$ cat config.mk
export PLATFORM = sky130hd
export DESIGN_NAME = multicycle_control
export DESIGN_NICKNAME = d
export VERILOG_FILES = /design/src/rtl/multicycle_control.sv
export SDC_FILE = /design/constraint.sdc
export NUM_CORES = 1
export LEC_CHECK = 0
export CAP_MARGIN = 30
export CORE_MARGIN = 1.5
export CORE_UTILIZATION = 49
export CTS_CLUSTER_DIAMETER = 100
export DETAILED_ROUTE_END_ITERATION = 12
export GPL_ROUTABILITY_DRIVEN = 0
export GPL_TIMING_DRIVEN = 0
export PLACE_DENSITY_LB_ADDON = 0.25
export SYNTH_ARGS = -nofsm -noshare
export SYNTH_HDL_FRONTEND = slang
export SYNTH_SLANG_ARGS = --single-unit
$ cat constraint.sdc
create_clock -name CLK -period 5.5 [get_ports CLK]
set_clock_uncertainty 0.05 [all_clocks]
set_input_delay 1.375 -clock CLK [delete_from_list [all_inputs] [get_ports CLK]]
set_output_delay 1.375 -clock CLK [all_outputs]
set_load 0.01 [all_outputs]
$ cat src/rtl/multicycle_control.sv
// multicycle_control
//   Control FSM for a small multicycle datapath. It fetches instructions
//   while Run is high, executes R-type (opcode 0x00) instructions in
//   FETCH -> DECODE -> EXEC -> WB, parks in HALT on opcode 0x3F and flags any
//   other opcode as illegal. It also counts retired R-type instructions
//   with a saturating counter.
//
// Ports
//   CLK, RESET    clock; synchronous active-low reset
//   Run           level enable for starting / continuing instruction fetch
//   MemReady      instruction memory data valid
//   Opcode        INSTRUCTION[31:26] from the instruction register
//   MemRead       instruction fetch request
//   IRWrite       instruction register load enable
//   PCWrite       PC <= PC+4 enable
//   RegWrite      register file write enable
//   ALUOp         00 = add, 10 = use funct field
//   Busy          high outside IDLE and HALT
//   Halted        high in HALT
//   IllegalOp     single-cycle pulse on an unsupported opcode in DECODE
//   InstrCount    saturating count of retired R-type instructions
module multicycle_control #(
    parameter int CNT_W = 16
) (
    input  logic             CLK,
    input  logic             RESET,
    input  logic             Run,
    input  logic             MemReady,
    input  logic [5:0]       Opcode,
    output logic             MemRead,
    output logic             IRWrite,
    output logic             PCWrite,
    output logic             RegWrite,
    output logic [1:0]       ALUOp,
    output logic             Busy,
    output logic             Halted,
    output logic             IllegalOp,
    output logic [CNT_W-1:0] InstrCount
);

    typedef enum logic [2:0] {
        S_IDLE,
        S_FETCH,
        S_DECODE,
        S_EXEC,
        S_WB,
        S_HALT
    } state_t;

    localparam logic [5:0]       OP_RTYPE = 6'h00;
    localparam logic [5:0]       OP_HALT  = 6'h3F;
    localparam logic [1:0]       ALU_ADD  = 2'b00;
    localparam logic [1:0]       ALU_FN   = 2'b10;
    localparam logic [CNT_W-1:0] CNT_ONE  = {{(CNT_W-1){1'b0}}, 1'b1};

    state_t           state_q, state_d;
    logic [CNT_W-1:0] instr_count_q, instr_count_d;

    // Next-state and retired-instruction counter.
    always_comb begin
        state_d       = state_q;
        instr_count_d = instr_count_q;
        case (state_q)
            S_IDLE:   if (Run) state_d = S_FETCH;
            // No timeout: a stalled memory simply holds the FSM here.
            S_FETCH:  if (MemReady) state_d = S_DECODE;
            S_DECODE: begin
                if (Opcode == OP_RTYPE)     state_d = S_EXEC;
                else if (Opcode == OP_HALT) state_d = S_HALT;
                else                        state_d = Run ? S_FETCH : S_IDLE;
            end
            S_EXEC:   state_d = S_WB;
            S_WB: begin
                // Saturate rather than wrap.
                if (instr_count_q != '1) instr_count_d = instr_count_q + CNT_ONE;
                state_d = Run ? S_FETCH : S_IDLE;
            end
            // Only reset leaves HALT.
            S_HALT:   state_d = S_HALT;
            default:  state_d = S_IDLE;
        endcase
    end

    // Moore output decode. Everything is qualified with RESET so that no
    // write strobe can fire while reset is being applied, even before the
    // first reset edge has put the state register into a known value.
    always_comb begin
        MemRead   = 1'b0;
        IRWrite   = 1'b0;
        PCWrite   = 1'b0;
        RegWrite  = 1'b0;
        ALUOp     = ALU_ADD;
        Busy      = 1'b0;
        Halted    = 1'b0;
        IllegalOp = 1'b0;
        if (RESET) begin
            Busy   = (state_q != S_IDLE) && (state_q != S_HALT);
            Halted = (state_q == S_HALT);
            case (state_q)
                S_FETCH: begin
                    MemRead = 1'b1;
                    IRWrite = MemReady;
                    PCWrite = MemReady;
                end
                S_DECODE: IllegalOp = (Opcode != OP_RTYPE) && (Opcode != OP_HALT);
                S_EXEC:   ALUOp = ALU_FN;
                S_WB: begin
                    ALUOp    = ALU_FN;
                    RegWrite = 1'b1;
                end
                default: ;
            endcase
        end
    end

    always_ff @(posedge CLK) begin
        if (!RESET) begin
            state_q       <= S_IDLE;
            instr_count_q <= '0;
        end else begin
            state_q       <= state_d;
            instr_count_q <= instr_count_d;
        end
    end

    assign InstrCount = instr_count_q;

endmodule

---- Yosys cells after proc, flatten, opt, wreduce, memory -nomap -nowiden ----
Cells that the tools add are included.
word-level totals
  register bits ........................... 19
  input bits .............................. 10
  word-level logic and storage cells ...... 41
cells by class
  add/subtract/negate cells ............... 1
  eq/ne operators ......................... 11
  multiplexer cells ....................... 18
  reductions and logical operators ........ 9
operators by type and width
  kind                     count
  $pmux W3 S6              1
  $add A16 B1 Y16 const B  1
  $ne A16 B16 Y1 const B   1
  $mux W3                  4
  $mux W1                  11
  $eq A3 B2 Y1 const B     2
  $eq A3 B3 Y1 const B     2
  $eq A6 B6 Y1 const B     1
  $logic_not A6 Y1         1
  $ne A6 B6 Y1 const B     1
  $reduce_bool A6 Y1       1
  $mux W2                  2
  $ne A2 B2 Y1 const B     2
  $reduce_and A2 Y1        2
  $eq A3 B1 Y1 const B     1
  $logic_not A3 Y1         1
  $ne A3 B3 Y1 const B     1
  $reduce_bool A3 Y1       1
  $logic_and A1 B1 Y1      2
  $reduce_or A2 Y1         1

---- Longest topological paths before layout ----
Gate-level depths: netlist of run 1.
  depth in word-level cells ............... 4
  gate-level depth with buffers ........... 6
  depth with buffers taken out ............ 5

---- Worst setup path after synthesis of run 1 ----
OpenSTA, ideal clock, no wires.
  path kind ............................... input to output
  from .................................... input Opcode[2]
  to ...................................... output IllegalOp
  arrival time ............................ 2.237 ns
  data required time ...................... 4.075 ns
  path slack .............................. 1.838 ns
  stages .................................. 3
  buffers on the path ..................... 0
  path through ............................ or4_1 nor3_1 nor3_1
on the way
  cells in the longest elaborated chain, start to end .. 4
ends and longest elaborated chain
  what                                                       RTL line  source
  start, declared                                            29        input logic [5:0] Opcode,
  $ne A6 B6 Y1 / $reduce_bool A6 Y1 (equally long branches)  105       S_DECODE: IllegalOp = (Opcode != OP_RTYPE) && (Opcode != OP_HALT);
  $logic_and A1 B1 Y1 (*)                                    105
  $mux W1 (*)                                                99        case (state_q)
  $mux W1 (*)                                                96        if (RESET) begin
  end, declared                                              37        output logic IllegalOp,
Mark *: on every way between the ends. The rest lies on a longest branch, timed or not.

---- Worst setup path after layout of run 1 ----
  from .................................... input RESET
  to ...................................... output RegWrite
on the way
  cells in the longest elaborated chain, start to end .. 1
ends and longest elaborated chain
  what             RTL line  source
  start, declared  26        input logic RESET,
  $mux W1          96
  end, declared    33        output logic RegWrite,
No other way between the ends.

==> impl_results.html, run 1 <==
<table>
<tr><th>Metric</th><th>Value</th></tr>
<tr><th colspan="2">Power</th></tr>
<tr><td>LEAKAGE</td><td>0.493 nW</td></tr>
<tr><td>Internal Pwr Total</td><td>0.000180 W</td></tr>
<tr><td>Peak ir drop on the vdd network</td><td>0.187 mV</td></tr>
<tr><td>Post-layout total power</td><td>0.000239 W</td></tr>
<tr><td>Net switching component of the power</td><td>0.0000589 W</td></tr>
<tr><td>Sw Share</td><td>24.6%</td></tr>
<tr><td>Areal power density over the cells</td><td>162 mW/mm^2</td></tr>
<tr><td>Clk network pwr share</td><td>30.5%</td></tr>
<tr><td>Seq pwr share</td><td>58.1%</td></tr>
<tr><td>Combinational group share of total power</td><td>11.4%</td></tr>
<tr><th colspan="2">Synth</th></tr>
<tr><td>Warning count from the yosys run</td><td>0</td></tr>
<tr><td>Post-synthesis instance area</td><td>0.00109 sq mm</td></tr>
<tr><td>Most instantiated cells after synthesis</td><td>19 x dfxtp_1, 13 x a21oi_1, 13 x o21ai_0</td></tr>
<tr><td>Top cell type's share of synthesized area</td><td>35.0%</td></tr>
<tr><td>Number of distinct library cells after synthesis</td><td>38</td></tr>
<tr><td>Sequential element share of the synthesized area</td><td>35.0%</td></tr>
<tr><td>Cells taking the most area after synthesis</td><td>dfxtp_1 35%, a21oi_1 6.0%, o21ai_0 6.0%</td></tr>
<tr><td>Count of flip-flops with a built-in enable after synthesis</td><td>0</td></tr>
<tr><td>Synthesized netlist net count</td><td>150</td></tr>
<tr><td>Post-synthesis async set-or-reset flop share</td><td>0%</td></tr>
<tr><td>Most used standard cell by instance count after synthesis</td><td>dfxtp_1</td></tr>
<tr><td>Post-Syn Instances</td><td>139</td></tr>
<tr><td>Count of state elements after synthesis</td><td>19</td></tr>
<tr><td>Biggest area consumer among synthesized cells</td><td>dfxtp_1</td></tr>
<tr><td>Flip-flop cell with the highest count after synthesis</td><td>dfxtp_1</td></tr>
<tr><td>Avg Synthesized Cell Area</td><td>7.82 sq um</td></tr>
<tr><th colspan="2">Layout</th></tr>
<tr><td>Final Net Count</td><td>188</td></tr>
<tr><td>Cell Count, Final, Fillers Out</td><td>203</td></tr>
<tr><td>Final Core Density</td><td>73.1%</td></tr>
<tr><td>Antenna diode count</td><td>0</td></tr>
<tr><td>Number of fill cells in the layout</td><td>173</td></tr>
<tr><td>Layout cell share with drive strength beyond 1</td><td>7.39%</td></tr>
<tr><td>Area grow syn2layout</td><td>36.0%</td></tr>
<tr><td>Sequential cell area</td><td>380 sq um</td></tr>
<tr><td>Total area of multi-input combinational cells</td><td>648 sq um</td></tr>
<tr><th colspan="2">Min path</th></tr>
<tr><td>Worst hold path startpoint</td><td>InstrCount[7]</td></tr>
<tr><td>Endpoint, Worst Hold</td><td>InstrCount[7]</td></tr>
<tr><td>Hold Path Class</td><td>reg -&gt; reg</td></tr>
<tr><td>Min-Delay Path Depth</td><td>2</td></tr>
<tr><th colspan="2">Placed design</th></tr>
<tr><td>Post-Place Cells</td><td>199</td></tr>
<tr><td>HPWL Detailed</td><td>2.13 mm</td></tr>
<tr><td>Number of buffer cells added on primary ports</td><td>33</td></tr>
<tr><th colspan="2">Detailed routing</th></tr>
<tr><td>Via total after detailed routing</td><td>1225</td></tr>
<tr><td>Wire length per cell</td><td>14.0 microns</td></tr>
<tr><td>Met3 WL</td><td>191 microns</td></tr>
<tr><td>Drc violations</td><td>0</td></tr>
<tr><td>DRT Pass-1 Iters</td><td>4</td></tr>
<tr><td>Metal2 WL</td><td>1.34 mm</td></tr>
<tr><td>Number of violations reported at the end of detailed-routing iteration 0</td><td>64</td></tr>
<tr><td>Routed met1 length</td><td>1.29 mm</td></tr>
<tr><td>Average via count per standard cell</td><td>6.03</td></tr>
<tr><td>Uppermost metal layer occupied by signal nets</td><td>met4</td></tr>
<tr><td>Detail Route Antenna Nets</td><td>0</td></tr>
<tr><td>WL final</td><td>2.85 mm</td></tr>
<tr><th colspan="2">Worst setup path</th></tr>
<tr><td>Largest fanout on the critical path</td><td>10</td></tr>
<tr><td>Capturing point of the worst reg2reg path</td><td>InstrCount[3]</td></tr>
<tr><td>Worst r2r path cells</td><td>6</td></tr>
<tr><td>Element type at the critical path end</td><td>output port</td></tr>
<tr><td>Crit path DAT</td><td>3.46 ns</td></tr>
<tr><td>Worst path required time</td><td>4.07 ns</td></tr>
<tr><td>Setup slack, reg-to-reg</td><td>3.41 ns</td></tr>
<tr><td>Kind of launch point of the worst setup path</td><td>input port</td></tr>
<tr><td>Worst Path Class, Setup</td><td>in -&gt; out</td></tr>
<tr><td>RR Startpoint</td><td>InstrCount[1]</td></tr>
<tr><th colspan="2">Timing</th></tr>
<tr><td>Setup repair after global routing missed its margin</td><td>false</td></tr>
<tr><td>Final critical-path share of the clock period</td><td>88.8%</td></tr>
<tr><td>Max Clock Freq</td><td>205 MHz</td></tr>
<tr><td>Remaining max-slew budget at the tightest pin</td><td>61.5%</td></tr>
<tr><td>Fin crit period</td><td>4.88 ns</td></tr>
<tr><td>Fin. max-slew vios</td><td>0</td></tr>
<tr><td>Setup Total Neg Slack</td><td>0 ns</td></tr>
<tr><td>Final number of setup-violating endpoints</td><td>0</td></tr>
<tr><td>Worst Tran Pin Value</td><td>0.572 ns</td></tr>
<tr><td>Final Hold Violating Endpoints</td><td>0</td></tr>
<tr><th colspan="2">CTS</th></tr>
<tr><td>Inserted Clock Buffers</td><td>3</td></tr>
<tr><td>H-tree Lvls</td><td>1</td></tr>
<tr><td>Later-pin clock latency in the skew report</td><td>0.31 ns</td></tr>
<tr><td>Clock-pin transition on the worst setup and hold timing paths</td><td>0.12 ns</td></tr>
<tr><td>Count of buffers added by post-CTS timing repair for setup</td><td>0</td></tr>
<tr><td>Hold buffers post-CTS</td><td>0</td></tr>
<tr><td>Number of clock sinks</td><td>19</td></tr>
<tr><td>Number of gates resized after cts</td><td>0</td></tr>
<tr><td>Clock root buffer master</td><td>clkbuf_4</td></tr>
<tr><td>Longest Clk Path Bufs</td><td>2</td></tr>
<tr><td>CTS tree</td><td>done</td></tr>
<tr><th colspan="2">GRT</th></tr>
<tr><td>Wire length of the first global-routing pass</td><td>4.86 mm</td></tr>
<tr><td>Vias in the first global route</td><td>1080</td></tr>
<tr><td>Overall fraction of global-route tracks in use</td><td>24.9%</td></tr>
<tr><td>Maximum number of pins on one net before global-route repair</td><td>12</td></tr>
<tr><td>Total global routing overflow</td><td>0</td></tr>
<tr><td>Initial antenna violation count</td><td>0</td></tr>
<tr><th colspan="2">Floorplan</th></tr>
<tr><td>Area of the core</td><td>0.00202 sq mm</td></tr>
<tr><td>Number of primary I/O pins</td><td>35</td></tr>
<tr><td>Number of cell rows</td><td>16</td></tr>
<tr><td>Horizontal die dimension</td><td>50.1 microns</td></tr>
<tr><td>Starting Density</td><td>53.8%</td></tr>
<tr><td>Overall die area</td><td>0.00251 sq mm</td></tr>
<tr><td>Die height</td><td>50.1 microns</td></tr>
<tr><th colspan="2">Status</th></tr>
<tr><td>Run status</td><td>complete, no violations</td></tr>
<tr><th colspan="2">Run</th></tr>
<tr><td>MaxCap Viol Count</td><td>0</td></tr>
</table>
cells in the final DEF (no fill, tap or decap), types with 3 or more instances in the layout:
| cell | count |
|---|---|
| clkdlybuf4s50_1 | 33 |
| dfxtp_1 | 19 |
| a21oi_1 | 13 |
| o21ai_0 | 13 |
| nor2_1 | 10 |
| nand2_1 | 8 |
| nor3_1 | 8 |
| or3_1 | 8 |
| nand4_1 | 7 |
| nand3_1 | 6 |
| nor2b_1 | 4 |
| and3_1 | 4 |
| buf_4 | 3 |
| or4_1 | 3 |
| clkbuf_4 | 3 |
layer usage:
layer / up-vias / GRT usage [%]
li1: 596 / -
met1: 565 / 33.1
met2: 60 / 39.3
met3: 4 / 6.97
met4: 0 / 6.48
met5: - / 0
sequential cells by signal (all words and copies together), names as in the netlist:
| signal | cells |
|---|---|
| InstrCount | 16 |
| state_q | 3 |
worst max path at each step:
stage                     cells after the start       from   endpoint
final                                         5      RESET   RegWrite
after global routing                          5      RESET   RegWrite
after CTS                                     5      RESET   RegWrite
after detailed placement                      5      RESET   RegWrite
after global placement                        6      RESET  IllegalOp
after floorplan                               3  Opcode[2]  IllegalOp
power groups by stage:
stage	sequential, W	clock (W)	combinational, W
floorplan	0.000142	0	0.0000134
global placement	0.000142	0	0.0000262
detailed placement	0.000142	0	0.0000271
CTS	0.000139	0.0000751	0.0000271
global route	0.000139	0.0000805	0.0000294
finish	0.000139	0.0000730	0.0000272
layout make-up:
cell class | instances | area share, %
plain buffers | 8 | 3.47
clock buffers | 3 | 1.52
clock inverters | 1 | 0.338
inverters | 2 | 0.508
multi-input cells | 110 | 43.8
flip-flops and latches | 19 | 25.7
well taps | 27 | 2.28
repair buffers | 33 | 22.3
cell families (layout without fill, tap and decap cells):
family	count (synthesis)	in the layout	synth area share, %
compound gates	37	37	19.6
xor+xnor	2	2	1.61
fa+ha+maj	1	1	1.15
buf+inv	10	47	5.41
flops	19	19	35.0
mux	1	1	0.921
other cells	1	1	0.345
simple gates	68	68	36.0
worst max-delay path: stages:
cell,delay (ns)
clkdlybuf4s50_1,0.60
clkinv_1,0.31
clkbuf_1,0.35
nor2_1,0.23
clkdlybuf4s50_1,0.59
per-stage QoR:
step	hold slack [ns]	cell area (sq um)	worst slack [ns]
finish	0.472	1480	0.618
floorplan	0.466	1090	1.84
global placement	0.439	1450	0.744
CTS	0.470	1480	0.648
global route	0.493	1480	0.561
detailed placement	0.452	1450	0.641
No activity file was read; power rests on OpenSTA's default activity.
==> run 2, diff against run 1 <==
--- a/config.mk
+++ b/config.mk
@@ -5,9 +5,10 @@
 export SDC_FILE = /design/constraint.sdc
 export NUM_CORES = 1
 export LEC_CHECK = 0
+export ABC_AREA = 1
 export CAP_MARGIN = 30
 export CORE_MARGIN = 1.5
-export CORE_UTILIZATION = 49
+export CORE_UTILIZATION = 50
 export CTS_CLUSTER_DIAMETER = 100
 export DETAILED_ROUTE_END_ITERATION = 12
 export GPL_ROUTABILITY_DRIVEN = 0
==> impl_results.html, run 2 <==
<table>
<tr><th>Metric</th><th>Value</th></tr>
<tr><th colspan="2">Synth</th></tr>
<tr><td>Post-synthesis instance area</td><td>0.00126 sq mm (+16%)</td></tr>
<tr><td>Flip-flop cell with the highest count after synthesis</td><td>dfxtp_1</td></tr>
<tr><td>Cells taking the most area after synthesis</td><td>dfxtp_1 30%, nand2_1 21%, nor2_1 9.5%</td></tr>
<tr><td>Post-Syn Instances</td><td>204 (+47%)</td></tr>
<tr><td>Warning count from the yosys run</td><td>0 (unchanged)</td></tr>
<tr><td>Top cell type's share of synthesized area</td><td>30.1% (-4.9 points)</td></tr>
<tr><td>Post-synthesis async set-or-reset flop share</td><td>0% (unchanged)</td></tr>
<tr><td>Synthesized netlist net count</td><td>215 (+43%)</td></tr>
<tr><td>Sequential element share of the synthesized area</td><td>30.1% (-4.9 points)</td></tr>
<tr><td>Number of distinct library cells after synthesis</td><td>26 (-32%)</td></tr>
<tr><td>Count of flip-flops with a built-in enable after synthesis</td><td>0 (unchanged)</td></tr>
<tr><td>Biggest area consumer among synthesized cells</td><td>dfxtp_1</td></tr>
<tr><td>Most instantiated cells after synthesis</td><td>70 x nand2_1, 32 x nor2_1, 19 x dfxtp_1, 19 x inv_1</td></tr>
<tr><td>Most used standard cell by instance count after synthesis</td><td>nand2_1</td></tr>
<tr><td>Avg Synthesized Cell Area</td><td>6.20 sq um (-21%)</td></tr>
<tr><td>Count of state elements after synthesis</td><td>19 (unchanged)</td></tr>
<tr><th colspan="2">CTS</th></tr>
<tr><td>Clock-pin transition on the worst setup and hold timing paths</td><td>0.11 ns (about the same)</td></tr>
<tr><td>Count of buffers added by post-CTS timing repair for setup</td><td>0 (unchanged)</td></tr>
<tr><td>Clock root buffer master</td><td>clkbuf_4</td></tr>
<tr><td>Longest Clk Path Bufs</td><td>2 (unchanged)</td></tr>
<tr><td>Inserted Clock Buffers</td><td>3 (unchanged)</td></tr>
<tr><td>H-tree Lvls</td><td>1 (unchanged)</td></tr>
<tr><td>Number of clock sinks</td><td>19 (unchanged)</td></tr>
<tr><td>Hold buffers post-CTS</td><td>0 (unchanged)</td></tr>
<tr><td>Later-pin clock latency in the skew report</td><td>0.30 ns (about the same)</td></tr>
<tr><td>Number of gates resized after cts</td><td>0 (unchanged)</td></tr>
<tr><td>CTS tree</td><td>done</td></tr>
<tr><th colspan="2">Detailed routing</th></tr>
<tr><td>Average via count per standard cell</td><td>4.90 (-19%)</td></tr>
<tr><td>Number of violations reported at the end of detailed-routing iteration 0</td><td>37 (-42%)</td></tr>
<tr><td>Via total after detailed routing</td><td>1329 (+8.5%)</td></tr>
<tr><td>Drc violations</td><td>0 (unchanged)</td></tr>
<tr><td>Wire length per cell</td><td>10.9 microns (-22%)</td></tr>
<tr><td>Detail Route Antenna Nets</td><td>0 (unchanged)</td></tr>
<tr><td>WL final</td><td>2.96 mm (+4.0%)</td></tr>
<tr><td>DRT Pass-1 Iters</td><td>4 (unchanged)</td></tr>
<tr><th colspan="2">Worst setup path</th></tr>
<tr><td>Largest fanout on the critical path</td><td>10 (unchanged)</td></tr>
<tr><td>Worst path required time</td><td>4.07 ns (about the same)</td></tr>
<tr><td>Element type at the critical path end</td><td>output port</td></tr>
<tr><td>Crit path DAT</td><td>3.39 ns (-0.07 ns)</td></tr>
<tr><td>Worst Path Class, Setup</td><td>in -&gt; out</td></tr>
<tr><td>Kind of launch point of the worst setup path</td><td>input port</td></tr>
<tr><td>Worst r2r path cells</td><td>9 (+3)</td></tr>
<tr><th colspan="2">Timing</th></tr>
<tr><td>Fin. max-slew vios</td><td>0 (unchanged)</td></tr>
<tr><td>Final number of setup-violating endpoints</td><td>0 (unchanged)</td></tr>
<tr><td>Fin crit period</td><td>4.81 ns (-0.0680 ns)</td></tr>
<tr><td>Setup repair after global routing missed its margin</td><td>false</td></tr>
<tr><td>Final critical-path share of the clock period</td><td>87.5% (-1.2 points)</td></tr>
<tr><td>Max Clock Freq</td><td>208 MHz (+1.4%)</td></tr>
<tr><td>Final Hold Violating Endpoints</td><td>0 (unchanged)</td></tr>
<tr><td>Setup Total Neg Slack</td><td>0 ns (unchanged)</td></tr>
<tr><td>Remaining max-slew budget at the tightest pin</td><td>54.9% (-6.7 points)</td></tr>
<tr><td>Worst Tran Pin Value</td><td>0.677 ns (+0.105 ns)</td></tr>
<tr><th colspan="2">Layout</th></tr>
<tr><td>Final Net Count</td><td>253 (+35%)</td></tr>
<tr><td>Number of fill cells in the layout</td><td>224 (+29%)</td></tr>
<tr><td>Cell Count, Final, Fillers Out</td><td>271 (+33%)</td></tr>
<tr><td>Highest-count cells in the layout ignoring fill and taps</td><td>70 x nand2_1, 33 x clkdlybuf4s50_1, 32 x nor2_1, 19 x dfxtp_1, 19 x inv_1</td></tr>
<tr><td>Antenna diode count</td><td>0 (unchanged)</td></tr>
<tr><td>Most common library cell in the layout ignoring fill and taps</td><td>nand2_1</td></tr>
<tr><td>Area grow syn2layout</td><td>31.2%</td></tr>
<tr><td>Final standard cell area without fillers</td><td>0.00166 sq mm (+12%)</td></tr>
<tr><td>Layout cell share with drive strength beyond 1</td><td>10.8% (+3.4 points)</td></tr>
<tr><td>Max FFs per register</td><td>16 (unchanged)</td></tr>
<tr><th colspan="2">Floorplan</th></tr>
<tr><td>Number of primary I/O pins</td><td>35 (unchanged)</td></tr>
<tr><td>Horizontal die dimension</td><td>53.3 microns (+6.4%)</td></tr>
<tr><td>Area of the core</td><td>0.00243 sq mm (+20%)</td></tr>
<tr><td>Number of cell rows</td><td>18 (+2)</td></tr>
<tr><td>Die height</td><td>53.3 microns (+6.4%)</td></tr>
<tr><td>Starting Density</td><td>52.0% (-1.8 points)</td></tr>
<tr><td>Overall die area</td><td>0.00284 sq mm (+13%)</td></tr>
<tr><th colspan="2">Placed design</th></tr>
<tr><td>Post-Place Cells</td><td>267 (+34%)</td></tr>
<tr><td>HPWL Detailed</td><td>2.28 mm (+7.3%)</td></tr>
<tr><td>Number of buffer cells added on primary ports</td><td>33 (unchanged)</td></tr>
<tr><td>Post-detailed-placement cell area</td><td>0.00163 sq mm (+13%)</td></tr>
<tr><th colspan="2">GRT</th></tr>
<tr><td>Initial antenna violation count</td><td>0 (unchanged)</td></tr>
<tr><td>Overall fraction of global-route tracks in use</td><td>23.6% (-1.3 points)</td></tr>
<tr><td>Vias in the first global route</td><td>1181 (+9.4%)</td></tr>
<tr><td>Wire length of the first global-routing pass</td><td>4.99 mm (+2.5%)</td></tr>
<tr><td>Total global routing overflow</td><td>0 (unchanged)</td></tr>
<tr><td>Maximum number of pins on one net before global-route repair</td><td>11 (-1)</td></tr>
<tr><th colspan="2">Run</th></tr>
<tr><td>MaxCap Viol Count</td><td>0 (unchanged)</td></tr>
<tr><th colspan="2">Min path</th></tr>
<tr><td>Hold Path Class</td><td>reg -&gt; reg</td></tr>
<tr><td>Min-Delay Path Depth</td><td>2 (unchanged)</td></tr>
<tr><th colspan="2">Power</th></tr>
<tr><td>Peak ir drop on the vdd network</td><td>0.195 mV (+3.8%)</td></tr>
<tr><td>Areal power density over the cells</td><td>157 mW/mm^2 (-2.7%)</td></tr>
<tr><td>LEAKAGE</td><td>0.582 nW (+18%)</td></tr>
<tr><th colspan="2">Status</th></tr>
<tr><td>Run status</td><td>complete, no violations</td></tr>
</table>
==> run 2: cell types whose count changed after synthesis, sizes merged, moves of 6 or more <==
cell | before | now
nor3 | 8 | 2
or3 | 8 | 0
nand2 | 8 | 73
inv | 1 | 20
nor2 | 10 | 37
==> run 2: cells by family after synthesis <==
| logic type | Yosys count | synth area share (%) |
|---|---|---|
| AOI/OAI and AO/OA | 27 | 14.3 |
| xor gates and xnor gates | 5 | 3.46 |
| adders and majority gates | 1 | 0.989 |
| buffers and inverters | 26 | 9.00 |
| DFF | 19 | 30.1 |
| other | 1 | 0.296 |
| and+or+nand+nor | 125 | 41.8 |
==> run 2: cell type report <==
class	instances	area, sq um	area share [%]
multi-input combinational	159	771	46.5
sequential	19	380	22.9
timing repair buffer	33	330	19.9
inverter	20	75.1	4.52
buffer	6	38.8	2.34
tap	30	37.5	2.26
clock buffer	4	26.3	1.58
==> run 2: worst paths after layout <==
kind	from	end	slack (ns)
worst min register to register	InstrCount[8]	InstrCount[8]	0.47
worst min-delay path	InstrCount[8]	InstrCount[8]	0.47
worst max register to register	InstrCount[0]	InstrCount[15]	3.75
worst max-delay path	RESET	PCWrite	0.69
==> run 2: where the power goes <==
| group | switching, W | internal, W |
|---|---|---|
| clock | 0.0000418 | 0.0000282 |
| combinational | 0.0000261 | 0.0000221 |
| sequential | 0.00000290 | 0.000140 |
| total | 0.0000708 | 0.000191 |
==> run 2: per-stage QoR <==
step           setup slack, ns  hold slack [ns]  total power (W)  util, %
2_1_floorplan             1.87            0.452         0.000173        -
3_5_place_dp             0.684            0.445         0.000194     67.1
3_3_place_gp             0.682            0.445         0.000193     67.1
6_report                 0.686            0.469         0.000261     68.2
4_1_cts                  0.655            0.468         0.000264     68.2
5_1_grt                  0.561            0.495         0.000276     68.2
==> run 2: per-layer routing <==
layer / global-route usage, % / up-vias / part of all wire [%]
li1: - / 713 / -
met1: 31.8 / 581 / 50
met2: 37.7 / 33 / 45
met3: 6.21 / 2 / 4.8
met4: 4.27 / 0 / 0.34
met5: 0 / - / 0
==> run 2: critical path, stage by stage <==
cell             delay [ns]
clkdlybuf4s50_1        0.62
inv_1                  0.09
clkbuf_1               0.31
nor3_1                 0.32
buf_4                  0.15
clkdlybuf4s50_1        0.52
==> run 3, diff against run 2 <==
--- a/config.mk
+++ b/config.mk
@@ -8,7 +8,7 @@
 export ABC_AREA = 1
 export CAP_MARGIN = 30
 export CORE_MARGIN = 1.5
-export CORE_UTILIZATION = 50
+export CORE_UTILIZATION = 43
 export CTS_CLUSTER_DIAMETER = 100
 export DETAILED_ROUTE_END_ITERATION = 12
 export GPL_ROUTABILITY_DRIVEN = 0
==> constraint.sdc (replaced) <==
create_clock -name CLK -period 4.2 [get_ports CLK]
set_clock_uncertainty 0.05 [all_clocks]
set_input_delay 1.05 -clock CLK [delete_from_list [all_inputs] [get_ports CLK]]
set_output_delay 1.05 -clock CLK [all_outputs]
set_load 0.01 [all_outputs]
==> impl_results.html, run 3 (same netlist as run 2, synthesis figures left out) <==
<table>
<tr><th>Metric</th><th>Value</th></tr>
<tr><th colspan="2">Status</th></tr>
<tr><td>Run status</td><td>complete, no violations</td></tr>
<tr><th colspan="2">Worst setup path</th></tr>
<tr><td>Setup slack, reg-to-reg</td><td>2.43 ns (-1.32 ns)</td></tr>
<tr><td>RR Startpoint</td><td>InstrCount[0]</td></tr>
<tr><td>Crit path DAT</td><td>2.94 ns (-0.45 ns)</td></tr>
<tr><td>Worst Path Class, Setup</td><td>in -&gt; out</td></tr>
<tr><td>Kind of launch point of the worst setup path</td><td>input port</td></tr>
<tr><td>Element type at the critical path end</td><td>output port</td></tr>
<tr><td>Largest fanout on the critical path</td><td>10 (unchanged)</td></tr>
<tr><td>Worst path required time</td><td>3.10 ns (-0.97 ns)</td></tr>
<tr><td>Worst r2r path cells</td><td>9 (unchanged)</td></tr>
<tr><td>Capturing point of the worst reg2reg path</td><td>InstrCount[7]</td></tr>
<tr><th colspan="2">CTS</th></tr>
<tr><td>CTS tree</td><td>done</td></tr>
<tr><td>Longest Clk Path Bufs</td><td>2 (unchanged)</td></tr>
<tr><td>Hold buffers post-CTS</td><td>0 (unchanged)</td></tr>
<tr><td>Number of clock sinks</td><td>19 (unchanged)</td></tr>
<tr><td>H-tree Lvls</td><td>1 (unchanged)</td></tr>
<tr><td>Inserted Clock Buffers</td><td>3 (unchanged)</td></tr>
<tr><td>Clock-pin transition on the worst setup and hold timing paths</td><td>0.11 ns (about the same)</td></tr>
<tr><td>Clock root buffer master</td><td>clkbuf_4</td></tr>
<tr><td>Later-pin clock latency in the skew report</td><td>0.31 ns (about the same)</td></tr>
<tr><th colspan="2">Floorplan</th></tr>
<tr><td>Die height</td><td>57.2 microns (+7.4%)</td></tr>
<tr><td>Number of cell rows</td><td>19 (+1)</td></tr>
<tr><td>Starting Density</td><td>45.5% (-6.5 points)</td></tr>
<tr><td>Horizontal die dimension</td><td>57.2 microns (+7.4%)</td></tr>
<tr><td>Overall die area</td><td>0.00328 sq mm (+15%)</td></tr>
<tr><td>Area of the core</td><td>0.00278 sq mm (+14%)</td></tr>
<tr><td>Number of primary I/O pins</td><td>35 (unchanged)</td></tr>
<tr><th colspan="2">Detailed routing</th></tr>
<tr><td>Wire length per cell</td><td>11.1 microns (+1.6%)</td></tr>
<tr><td>Detail Route Antenna Nets</td><td>0 (unchanged)</td></tr>
<tr><td>DRT Pass-1 Iters</td><td>4 (unchanged)</td></tr>
<tr><td>Average via count per standard cell</td><td>4.90 (-0.14%)</td></tr>
<tr><td>Via total after detailed routing</td><td>1332 (+0.23%)</td></tr>
<tr><td>WL final</td><td>3.02 mm (+2.0%)</td></tr>
<tr><td>Number of violations reported at the end of detailed-routing iteration 0</td><td>52 (+41%)</td></tr>
<tr><td>Drc violations</td><td>0 (unchanged)</td></tr>
<tr><th colspan="2">Min path</th></tr>
<tr><td>Endpoint, Worst Hold</td><td>InstrCount[3]</td></tr>
<tr><td>Hold Path Class</td><td>reg -&gt; reg</td></tr>
<tr><td>Min-Delay Path Depth</td><td>2 (unchanged)</td></tr>
<tr><td>Worst hold path startpoint</td><td>InstrCount[3]</td></tr>
<tr><th colspan="2">Placed design</th></tr>
<tr><td>Post-Place Cells</td><td>268 (+0.37%)</td></tr>
<tr><td>HPWL Detailed</td><td>2.31 mm (+1.2%)</td></tr>
<tr><td>Placement Setup Slack</td><td>0.0186 ns (-0.666 ns)</td></tr>
<tr><td>Number of buffer cells added on primary ports</td><td>33 (unchanged)</td></tr>
<tr><th colspan="2">Timing</th></tr>
<tr><td>Final Hold Violating Endpoints</td><td>0 (unchanged)</td></tr>
<tr><td>Final critical-path share of the clock period</td><td>96.1%</td></tr>
<tr><td>Worst Tran Pin Value</td><td>0.589 ns (-0.0874 ns)</td></tr>
<tr><td>Fin crit period</td><td>4.04 ns</td></tr>
<tr><td>Final setup margin</td><td>0.164 ns (-0.521 ns)</td></tr>
<tr><td>Hold Slack</td><td>0.463 ns (-0.00531 ns)</td></tr>
<tr><td>Final number of setup-violating endpoints</td><td>0 (unchanged)</td></tr>
<tr><td>Setup Total Neg Slack</td><td>0 ns (unchanged)</td></tr>
<tr><td>Remaining max-slew budget at the tightest pin</td><td>60.7% (+5.8 points)</td></tr>
<tr><td>Setup repair after global routing missed its margin</td><td>false</td></tr>
<tr><td>Fin. max-slew vios</td><td>0 (unchanged)</td></tr>
<tr><td>Max Clock Freq</td><td>248 MHz</td></tr>
<tr><th colspan="2">Layout</th></tr>
<tr><td>Antenna diode count</td><td>0 (unchanged)</td></tr>
<tr><td>Max FFs per register</td><td>16 (unchanged)</td></tr>
<tr><td>Layout cell share with drive strength beyond 1</td><td>11.6% (+0.83 points)</td></tr>
<tr><td>Most common library cell in the layout ignoring fill and taps</td><td>nand2_1</td></tr>
<tr><td>Area grow syn2layout</td><td>31.8%</td></tr>
<tr><td>Highest-count cells in the layout ignoring fill and taps</td><td>70 x nand2_1, 33 x clkdlybuf4s50_1, 32 x nor2_1, 19 x dfxtp_1, 19 x inv_1</td></tr>
<tr><td>Final Net Count</td><td>253 (unchanged)</td></tr>
<tr><td>Cell Count, Final, Fillers Out</td><td>272 (+0.37%)</td></tr>
<tr><th colspan="2">GRT</th></tr>
<tr><td>Initial antenna violation count</td><td>0 (unchanged)</td></tr>
<tr><td>Maximum number of pins on one net before global-route repair</td><td>11 (unchanged)</td></tr>
<tr><td>Total global routing overflow</td><td>0 (unchanged)</td></tr>
<tr><td>Vias in the first global route</td><td>1181 (unchanged)</td></tr>
<tr><td>Wire length of the first global-routing pass</td><td>5.07 mm (+1.7%)</td></tr>
<tr><td>Overall fraction of global-route tracks in use</td><td>19.5% (-4.0 points)</td></tr>
<tr><th colspan="2">Power</th></tr>
<tr><td>Peak ir drop on the vdd network</td><td>0.191 mV (-2.0%)</td></tr>
<tr><td>Areal power density over the cells</td><td>209 mW/mm^2 (+33%)</td></tr>
<tr><td>LEAKAGE</td><td>0.586 nW (+0.71%)</td></tr>
<tr><th colspan="2">Run</th></tr>
<tr><td>MaxCap Viol Count</td><td>0 (unchanged)</td></tr>
</table>
run 3: cell count changes in the layout (fill, tap and decap cells not counted):
cell,previous run,this run
clkbuf_2,0,1
nor3_2,0,1
nor3_1,2,1
clkbuf_1,3,2
run 3: worst max-delay path: stages:
cell             delay, ns
clkdlybuf4s50_1       0.62
inv_1                 0.09
clkbuf_2              0.25
nor3_2                0.27
buf_4                 0.14
clkdlybuf4s50_1       0.52
run 3: timing repair:
item	in CTS	in global routing
buffers inserted	0	0
resized for setup	0	3
setup endpoints to repair	0	2
run 3: power breakdown:
part / switching (W) / internal (W) / total [W] / leakage [nW]
logic: 0.0000347 / 0.0000291 / 0.0000638 / 0.418
clock network: 0.0000596 / 0.0000371 / 0.0000968 / 0.0150
registers: 0.00000384 / 0.000184 / 0.000187 / 0.153
run 3: worst max-delay path by stage:
| stage | start | to | slack, ns |
|---|---|---|---|
| floorplan | RESET | PCWrite | 1.22 |
| global placement | RESET | PCWrite | 0.03 |
| finish | RESET | PCWrite | 0.16 |
| global route | RESET | PCWrite | 0.03 |
| detailed placement | RESET | PCWrite | 0.02 |
| CTS | RESET | PCWrite | 0.01 |
run 3: layer usage:
metal	global-route usage [%]	wire (microns)	part of all wire, %	vias up
li1	-	-	-	710
met1	25.8	1460	48	587
met2	32.7	1360	45	31
met3	2.72	170	5.6	4
met4	6.98	36	1.2	0
met5	0	0	0	-
run 3: stage by stage:
stage | total power (W) | cell area (sq um) | util (%)
after floorplan | 0.000226 | 1260 | -
after detailed placement | 0.000253 | 1630 | 58.7
final | 0.000348 | 1670 | 59.9
after global routing | 0.000365 | 1670 | 59.9
after CTS | 0.000349 | 1660 | 59.7
after global placement | 0.000253 | 1630 | 58.7
run 3: layout make-up:
| class | instances | area, sq um |
|---|---|---|
| plain buffers | 6 | 40.0 |
| inverters | 20 | 75.1 |
| clock buffers | 4 | 26.3 |
| repair buffers | 33 | 330 |
| well taps | 31 | 38.8 |
| fillers | 272 | 1110 |
| flip-flops and latches | 19 | 380 |
| multi-input cells | 159 | 776 |
